<file path="src/rtl/muldiv.sv">
// Iterative 32-bit multiply/divide unit holding the architectural HI/LO registers.
// One shift/add or restoring-subtract step per cycle, then a single sign-fix cycle.
module muldiv (
  input  logic        clk,
  input  logic        reset,
  input  logic        start,
  input  logic [1:0]  op,
  input  logic [31:0] a,
  input  logic [31:0] b,
  input  logic        mthi,
  input  logic        mtlo,
  output logic        busy,
  output logic        done,
  output logic [31:0] hi,
  output logic [31:0] lo
);

  typedef enum logic [1:0] {IDLE, RUN, FIX} state_t;

  state_t      state_q, state_d;
  logic [1:0]  op_q;
  logic [4:0]  count_q;
  logic [31:0] acc_q, mq_q, opnd_q;
  logic        neg_q, rneg_q, bz_q, done_q;
  logic [31:0] hi_q, lo_q;

  logic        sgn;
  logic [31:0] a_mag, b_mag;
  logic [32:0] mul_sum, div_shift, div_trial;
  logic [31:0] acc_d, mq_d;
  logic [63:0] prod, prod_fix;
  logic [31:0] quot_fix, rem_fix;

  assign sgn   = ~op[0];
  assign a_mag = (sgn && a[31]) ? -a : a;
  assign b_mag = (sgn && b[31]) ? -b : b;

  always_comb begin
    state_d = state_q;
    unique case (state_q)
      IDLE:    if (start) state_d = RUN;
      RUN:     if (count_q == 5'd31) state_d = FIX;
      FIX:     state_d = IDLE;
      default: state_d = IDLE;
    endcase
  end

  // mul: {acc,mq} shifts right, opnd is the multiplicand.
  // div: {acc,mq} shifts left, mq collects quotient bits, opnd is the divisor.
  always_comb begin
    mul_sum   = mq_q[0] ? ({1'b0, acc_q} + {1'b0, opnd_q}) : {1'b0, acc_q};
    div_shift = {acc_q, mq_q[31]};
    div_trial = div_shift - {1'b0, opnd_q};
    acc_d     = acc_q;
    mq_d      = mq_q;
    if (op_q[1]) begin
      if (!div_trial[32]) begin
        acc_d = div_trial[31:0];
        mq_d  = {mq_q[30:0], 1'b1};
      end else begin
        acc_d = div_shift[31:0];
        mq_d  = {mq_q[30:0], 1'b0};
      end
    end else begin
      acc_d = mul_sum[32:1];
      mq_d  = {mul_sum[0], mq_q[31:1]};
    end
  end

  // With a zero divisor every trial succeeds, so acc ends as |a| and the
  // remainder sign fix restores the original a; only LO needs overriding.
  always_comb begin
    prod     = {acc_q, mq_q};
    prod_fix = neg_q ? -prod : prod;
    quot_fix = bz_q ? '1 : (neg_q ? -mq_q : mq_q);
    rem_fix  = rneg_q ? -acc_q : acc_q;
  end

  always_ff @(posedge clk) begin
    if (reset) begin
      state_q <= IDLE;
      op_q    <= '0;
      count_q <= '0;
      acc_q   <= '0;
      mq_q    <= '0;
      opnd_q  <= '0;
      neg_q   <= 1'b0;
      rneg_q  <= 1'b0;
      bz_q    <= 1'b0;
      done_q  <= 1'b0;
      hi_q    <= '0;
      lo_q    <= '0;
    end else begin
      state_q <= state_d;
      done_q  <= 1'b0;
      unique case (state_q)
        IDLE: begin
          if (start) begin
            op_q    <= op;
            count_q <= '0;
            acc_q   <= '0;
            mq_q    <= op[1] ? a_mag : b_mag;
            opnd_q  <= op[1] ? b_mag : a_mag;
            neg_q   <= sgn & (a[31] ^ b[31]);
            rneg_q  <= sgn & a[31];
            bz_q    <= (b == '0);
          end else begin
            if (mthi) hi_q <= a;
            if (mtlo) lo_q <= a;
          end
        end
        RUN: begin
          acc_q   <= acc_d;
          mq_q    <= mq_d;
          count_q <= count_q + 5'd1;
        end
        FIX: begin
          done_q <= 1'b1;
          if (op_q[1]) begin
            hi_q <= rem_fix;
            lo_q <= quot_fix;
          end else begin
            hi_q <= prod_fix[63:32];
            lo_q <= prod_fix[31:0];
          end
        end
        default: ;
      endcase
    end
  end

  assign busy = (state_q != IDLE);
  assign done = done_q;
  assign hi   = hi_q;
  assign lo   = lo_q;

endmodule

</file>
<file path="config.mk">
export PLATFORM = sky130hd
export DESIGN_NAME = muldiv
export DESIGN_NICKNAME = d
export VERILOG_FILES = /design/src/rtl/muldiv.sv
export SDC_FILE = /design/constraint.sdc
export NUM_CORES = 1
export LEC_CHECK = 0
export CORE_UTILIZATION = 60
export DETAILED_ROUTE_END_ITERATION = 7
export GPL_TIMING_DRIVEN = 0
export PLACE_DENSITY = 0.84
export SYNTH_ARGS = -nofsm -noshare
export SYNTH_HDL_FRONTEND = slang
export SYNTH_SLANG_ARGS = --single-unit
</file>
<file path="constraint.sdc">
create_clock -name clk -period 10.85 [get_ports clk]
set_input_delay 2.7125 -clock clk [delete_from_list [all_inputs] [get_ports clk]]
set_output_delay 2.7125 -clock clk [all_outputs]
set_load 0.03 [all_outputs]
</file>
; Word level (Yosys, flattened, before mapping)
; Index checks and enable logic that the tools add are counted.
[classes]
addsub = 8
eq_ne = 8
muxes = 31
bitwise = 4
n_reduce_logical = 12
[op_table]
columns = cell, count
row1 = 32-bit two-way mux, 18
row2 = 32-bit case mux with 2 select lines, 4
row3 = 32-bit negator, 4
row4 = 64-bit two-way mux, 1
row5 = 64-bit negator, 1
row6 = 32-bit by 32-bit adder with 33-bit output, 1
row7 = 33-bit two-way mux, 1
row8 = 33-bit by 32-bit subtractor with 33-bit output, 1
row9 = 32-bit zero test, 1
row10 = "2-bit != test, second input constant", 5
row11 = 5-bit case mux with 2 select lines, 1
row12 = 2-bit AND reduction, 3
row13 = 3-bit AND reduction, 2
row14 = 2-bit nonzero test, 3
row15 = "5-bit by 1-bit adder with 5-bit output, second input constant", 1
row16 = "5-bit == test, second input constant", 1
row17 = 5-bit two-way mux, 1
row18 = 2-bit two-way mux, 2
row19 = 2-bit case mux with 2 select lines, 1
row20 = 1-bit bitwise AND, 2
row21 = "2-bit by 1-bit == test with 1-bit output, second input constant", 1
row22 = "2-bit == test, second input constant", 1
row23 = 1-bit logical AND, 2
row24 = 2-bit zero test, 1
row25 = 3 further kinds, 4
[totals]
reg_bits = 173
out_inout_bits = 66
elab_cells = 75

; Longest topological paths before layout
[depth]
ltp_word = 6
mapped_depth = 15
ltp_nobuf = 13

; Worst setup path after synthesis
; OpenSTA, ideal clock, no wires.
[synth_timing]
path_type = input -> register
startpoint = input b[16]
endpoint = register mq_q[27]
setup_time_ns = 0.133
arrival_ns = 4.984
required_ns = 10.717
setup_slack_ns = 5.733
cell_stages = 9
path_buffers = 0
path_cell_list = or4_1 nor4_1 nand4_1 o41ai_1 o21ai_0 xor2_1 a21o_1 a21oi_1 o22ai_1
[synth_via]
elab_chain_len = 5
[synth_rtl]
columns = item, line
row1 = start: declaration, 9  ; input logic [31:0] b,
row2 = 32-bit negator, 36  ; assign b_mag = (sgn && b[31]) ? -b : b;
row3 = 32-bit two-way mux, 36
row4 = 32-bit two-way mux, 102  ; mq_q <= op[1] ? a_mag : b_mag;
row5 = 32-bit two-way mux, 98  ; if (start) begin
row6 = 32-bit case mux with 2 select lines, 96  ; unique case (state_q)
row7 = end signal: assignment, 102
row8 = end signal: assignment, 114  ; mq_q <= mq_d;
row9 = end: declaration, 23  ; logic [31:0] acc_q, mq_q, opnd_q;
; No other way between the ends. The select of a mux whose other input is x is not followed.
; A chain may end at the register's enable or synchronous reset.

; Worst setup path after layout
[layout_timing]
startpoint = input b[16]
endpoint = register opnd_q[27]
[layout_via]
elab_chain_len = 3
[layout_rtl]
columns = item, line
row1 = 32-bit negator, 36
row2 = 32-bit two-way mux, 36
row3 = 32-bit two-way mux, 103  ; opnd_q <= op[1] ? b_mag : a_mag;
row4 = end signal: assignment, 103
row5 = end: declaration, 23
; No other way between the ends.

==> results.txt <==
* Run status: finished, violations left
- Violated checks: design-rule violations
- The max-slew violation total from the final report came to 0.
- STA classifies the critical path startpoint as an input port.
- The first global-routing pass estimated between 90 and 100 mm of wire.
* Cells resized by post-CTS repair: 0
* Area share of the leading cell type in the synthesized netlist: 0.237
* Average instance area after synthesis: ~7.5 um^2
* Routed via count divided by cell count: about 7
- The complex-gate fraction of the synthesized area was 0.306.
- Most frequent cell after synthesis: sky130_fd_sc_hd__nor2_1
- By startpoint and endpoint, the worst setup path is classified as in -> reg.
- The initial antenna violation count is 2.
- Adding up every negative setup slack in the final design gives 0 ns.
- Count of distinct cell types in the synthesized netlist: 81
- The die covers ~0.025 mm^2.
- Final Hold Vio Count: 0
- Post-DP HPWL: between 40 and 50 mm
- The number of hold buffers added after CTS was 0.
- Num rows: 56
- The die is approximately 160 um wide.
- Most numerous cell types in the synthesized netlist: sky130_fd_sc_hd__nor2_1, sky130_fd_sc_hd__a21oi_1, sky130_fd_sc_hd__nand2_1
* Wire length per cell: between 20 and 30 um
* Clock Tree Buf Depth: 2
- Final worst slack: 4.60 ns
* Postcts setup bufs: 0
* Clock Sinks: approximately 170
- Reg2reg setup slack: between 5 and 6 ns
* Share of cells above drive strength 1: 0.0342
- The H-tree generated during clock tree synthesis spans 4 levels.
- Post-Synth Simple-Gate Area: 0.194
- Die height: about 160 um
- Input and output buffers added on the ports amount to ~130.
* Signed area change from the synthesized netlist to the final layout: 16.4%
- Number of synthesized flops with an enable pin: 0
* Worst min-delay path endpoint: count_q[4]
* DRC marker count from the first detailed-route iteration: roughly 2,900
- Combinational family with the most area after synthesis: compound AO/OA/AOI/OAI gates
* Reg2reg end: hi[28]
* Utilization of the core after routing: 0.717
- The design draws around 2.2 mW.
- The number of global-route vias before repair was between 15,000 and 20,000.
- Of the total synthesized cell area, the portion taken by XOR and XNOR cells is 0.104.
- Detailed-routing iteration count for the pre-antenna-repair pass: 8
- After synthesis, the share of flip-flops with an asynchronous set or reset is 0.
- Io pins: roughly 140
- Top cells by area in the synthesized netlist: sky130_fd_sc_hd__dfxtp_1, sky130_fd_sc_hd__a21oi_1, sky130_fd_sc_hd__ha_1, sky130_fd_sc_hd__xnor2_1, sky130_fd_sc_hd__nor2_1
* Max Fclk: between 150 and 200 MHz
- For this run, the leading register cell type out of synthesis is sky130_fd_sc_hd__dfxtp_1.
* CP Data Required Time: about 11 ns
- The worst setup path is captured at a flip-flop.
- Before CTS, the worst setup slack after placement is ~4.3 ns.
- Root Buffer: sky130_fd_sc_hd__clkbuf_16
* Portion of netlist area occupied by mux cells: 0.0399
* Reg-to-Reg Start: mq_q[0]
* Core area: between 0.02 and 0.025 mm^2
- Hold depth: 2
- Weighted congestion at the end of routability-driven global placement: just over 1
- Share of synthesized area occupied by flip-flops and latches: 0.237
- Biggest area consumer among synthesized cells: sky130_fd_sc_hd__dfxtp_1
- Number of synthesis warnings: 0
- Worst VDD drop: 116 uV
- The path class of the tightest hold or removal check is reg -> reg.
- Final Setup Violations: 0
- The worst hold path begins at count_q[4].
- Largest clock skew in the final design: 0.0173 ns
- Static Leakage: 6.29 nW
- In the final design database the tool counted between 2,000 and 2,500 nets.
- For this design the ratio of total power to cell area is roughly 130 mW/mm^2.
* Period minus WS final: between 6 and 7 ns
* Synthesized area: roughly 0.015 mm^2
* Remaining global-route overflow: 0
* Slew at the pin with the worst max-slew slack: between 1 and 1.5 ns
* RSZ-0062 raised after global routing: no
- For this run, design rule violations remaining after detail routing come to 26.
- For the worst-skew pair, the clock arrives at the later sink with an insertion delay of between 0.4 and 0.5 ns.
- Of the total synthesized cell area, the portion taken by full adders, half adders and majority gates is 0.0630.
* Number of violations of the max-capacitance limit: 0
- Counting cells, the worst reg-to-reg path comes to 13.
* Worst slew margin: 0.0871
- Of the available clock period, the critical path in the final layout requires 0.576.
* Starting Density: 0.616
- Synthesis produced a netlist with a net count of between 2,000 and 2,500.
- Number of nets still failing antenna checks after routing: 0
- After clock tree synthesis, the clock-pin slew on the worst setup and hold paths is 0.07 ns.
- Clock buffers created by TritonCTS: 17
- Critical path fanouts, max: 4
- After synthesis the netlist holds a flip-flop and latch count of 172.
- Across all layers, the routed design uses 17,000 vias.
* WL final: 61.0 mm
- Synthesis produced 1,942 cells.
- Overall routing resource usage: 0.485
* Clock tree from TritonCTS: done
- Entering global routing, the biggest net connects 18 pins.
- WP data arrival: roughly 6.6 ns
-- registers in the layout, indices dropped and copies added (netlist names), 2 cells and up --
register and flops:
mq_q 32, hi 32, acc_q 32, lo 32, count_q 5, opnd_q 32
state_q 2
-- worst max-delay path, stage by stage --
cell and delay, ns:
sky130_fd_sc_hd__clkdlybuf4s50_1 0.47, sky130_fd_sc_hd__or4_1 0.62, sky130_fd_sc_hd__nor4_1 0.82, sky130_fd_sc_hd__nand4_1 0.37, sky130_fd_sc_hd__o41ai_1 0.61, sky130_fd_sc_hd__o21ai_0 0.21, sky130_fd_sc_hd__xor2_1 0.41, sky130_fd_sc_hd__mux2i_1 0.16
sky130_fd_sc_hd__a211oi_1 0.24
-- placed cells by master (no fill, tap or decap), drive strengths merged, types with 40 or more instances in the layout --
| cell | instances |
|---|---|
| o21ai | 89 |
| xnor2 | 91 |
| mux2i | 49 |
| ha | 70 |
| nand2 | 187 |
| a21oi | 206 |
| nor3 | 40 |
| dfxtp | 172 |
| clkbuf | 144 |
| a211oi | 80 |
| inv | 69 |
| clkdlybuf4s50 | 134 |
| nor2 | 208 |
| xor2 | 82 |
-- metal layers --
metal | track usage | vias to the layer above | part of all wire
li1 | - | 7478 | -
met1 | 0.581 | 7743 | 0.36
met4 | 0.339 | 2 | 0.075
met2 | 0.756 | 1374 | 0.44
met3 | 0.126 | 364 | 0.13
met5 | 0 | - | 0.00026
-- stage by stage --
step / hold WS, ns / std cells / instance area, um^2
4_1_cts: 0.478 / 2427 / 16900
2_1_floorplan: 0.429 / 1942 / 14500
3_5_place_dp: 0.458 / 2395 / 16300
3_3_place_gp: 0.448 / 2395 / 16300
6_report: 0.478 / 2428 / 16900
5_1_grt: 0.493 / 2427 / 16900
-- worst max-delay path by stage --
stage	from	to	cells after the start
global placement	b[14]	mq_q[27]	10
finish	b[16]	opnd_q[27]	9
CTS	b[14]	opnd_q[27]	9
floorplan	b[16]	mq_q[27]	9
detailed placement	b[14]	opnd_q[27]	9
global route	b[14]	opnd_q[27]	9
-- kinds of logic after synthesis --
logic type / after synthesis
and+or+nand+nor: 598
xor gates and xnor gates: 173
adders and majority gates: 72
buffers and inverters: 208
AOI/OAI and AO/OA: 662
DFF: 172
muxes: 57
-- where the power goes --
group	switching [mW]	internal [mW]	leakage, nW
combinational	0.500	0.279	4.57
sequential	0.0494	0.669	1.41
clock	0.308	0.381	0.310
-- final cells by class --
type | instances | area, um^2
Tap cell | 319 | 399
Fill cell | 2007 | 6690
Buffer | 146 | 586
Timing Repair Buffer | 134 | 1340
Sequential cell | 172 | 3440
Clock inverter | 13 | 199
Antenna cell | 1 | 2.50
Multi-Input combinational cell | 1562 | 10300
Clock buffer | 19 | 443
Inverter | 62 | 233
Note: power is estimated with default switching activity, not from simulation.
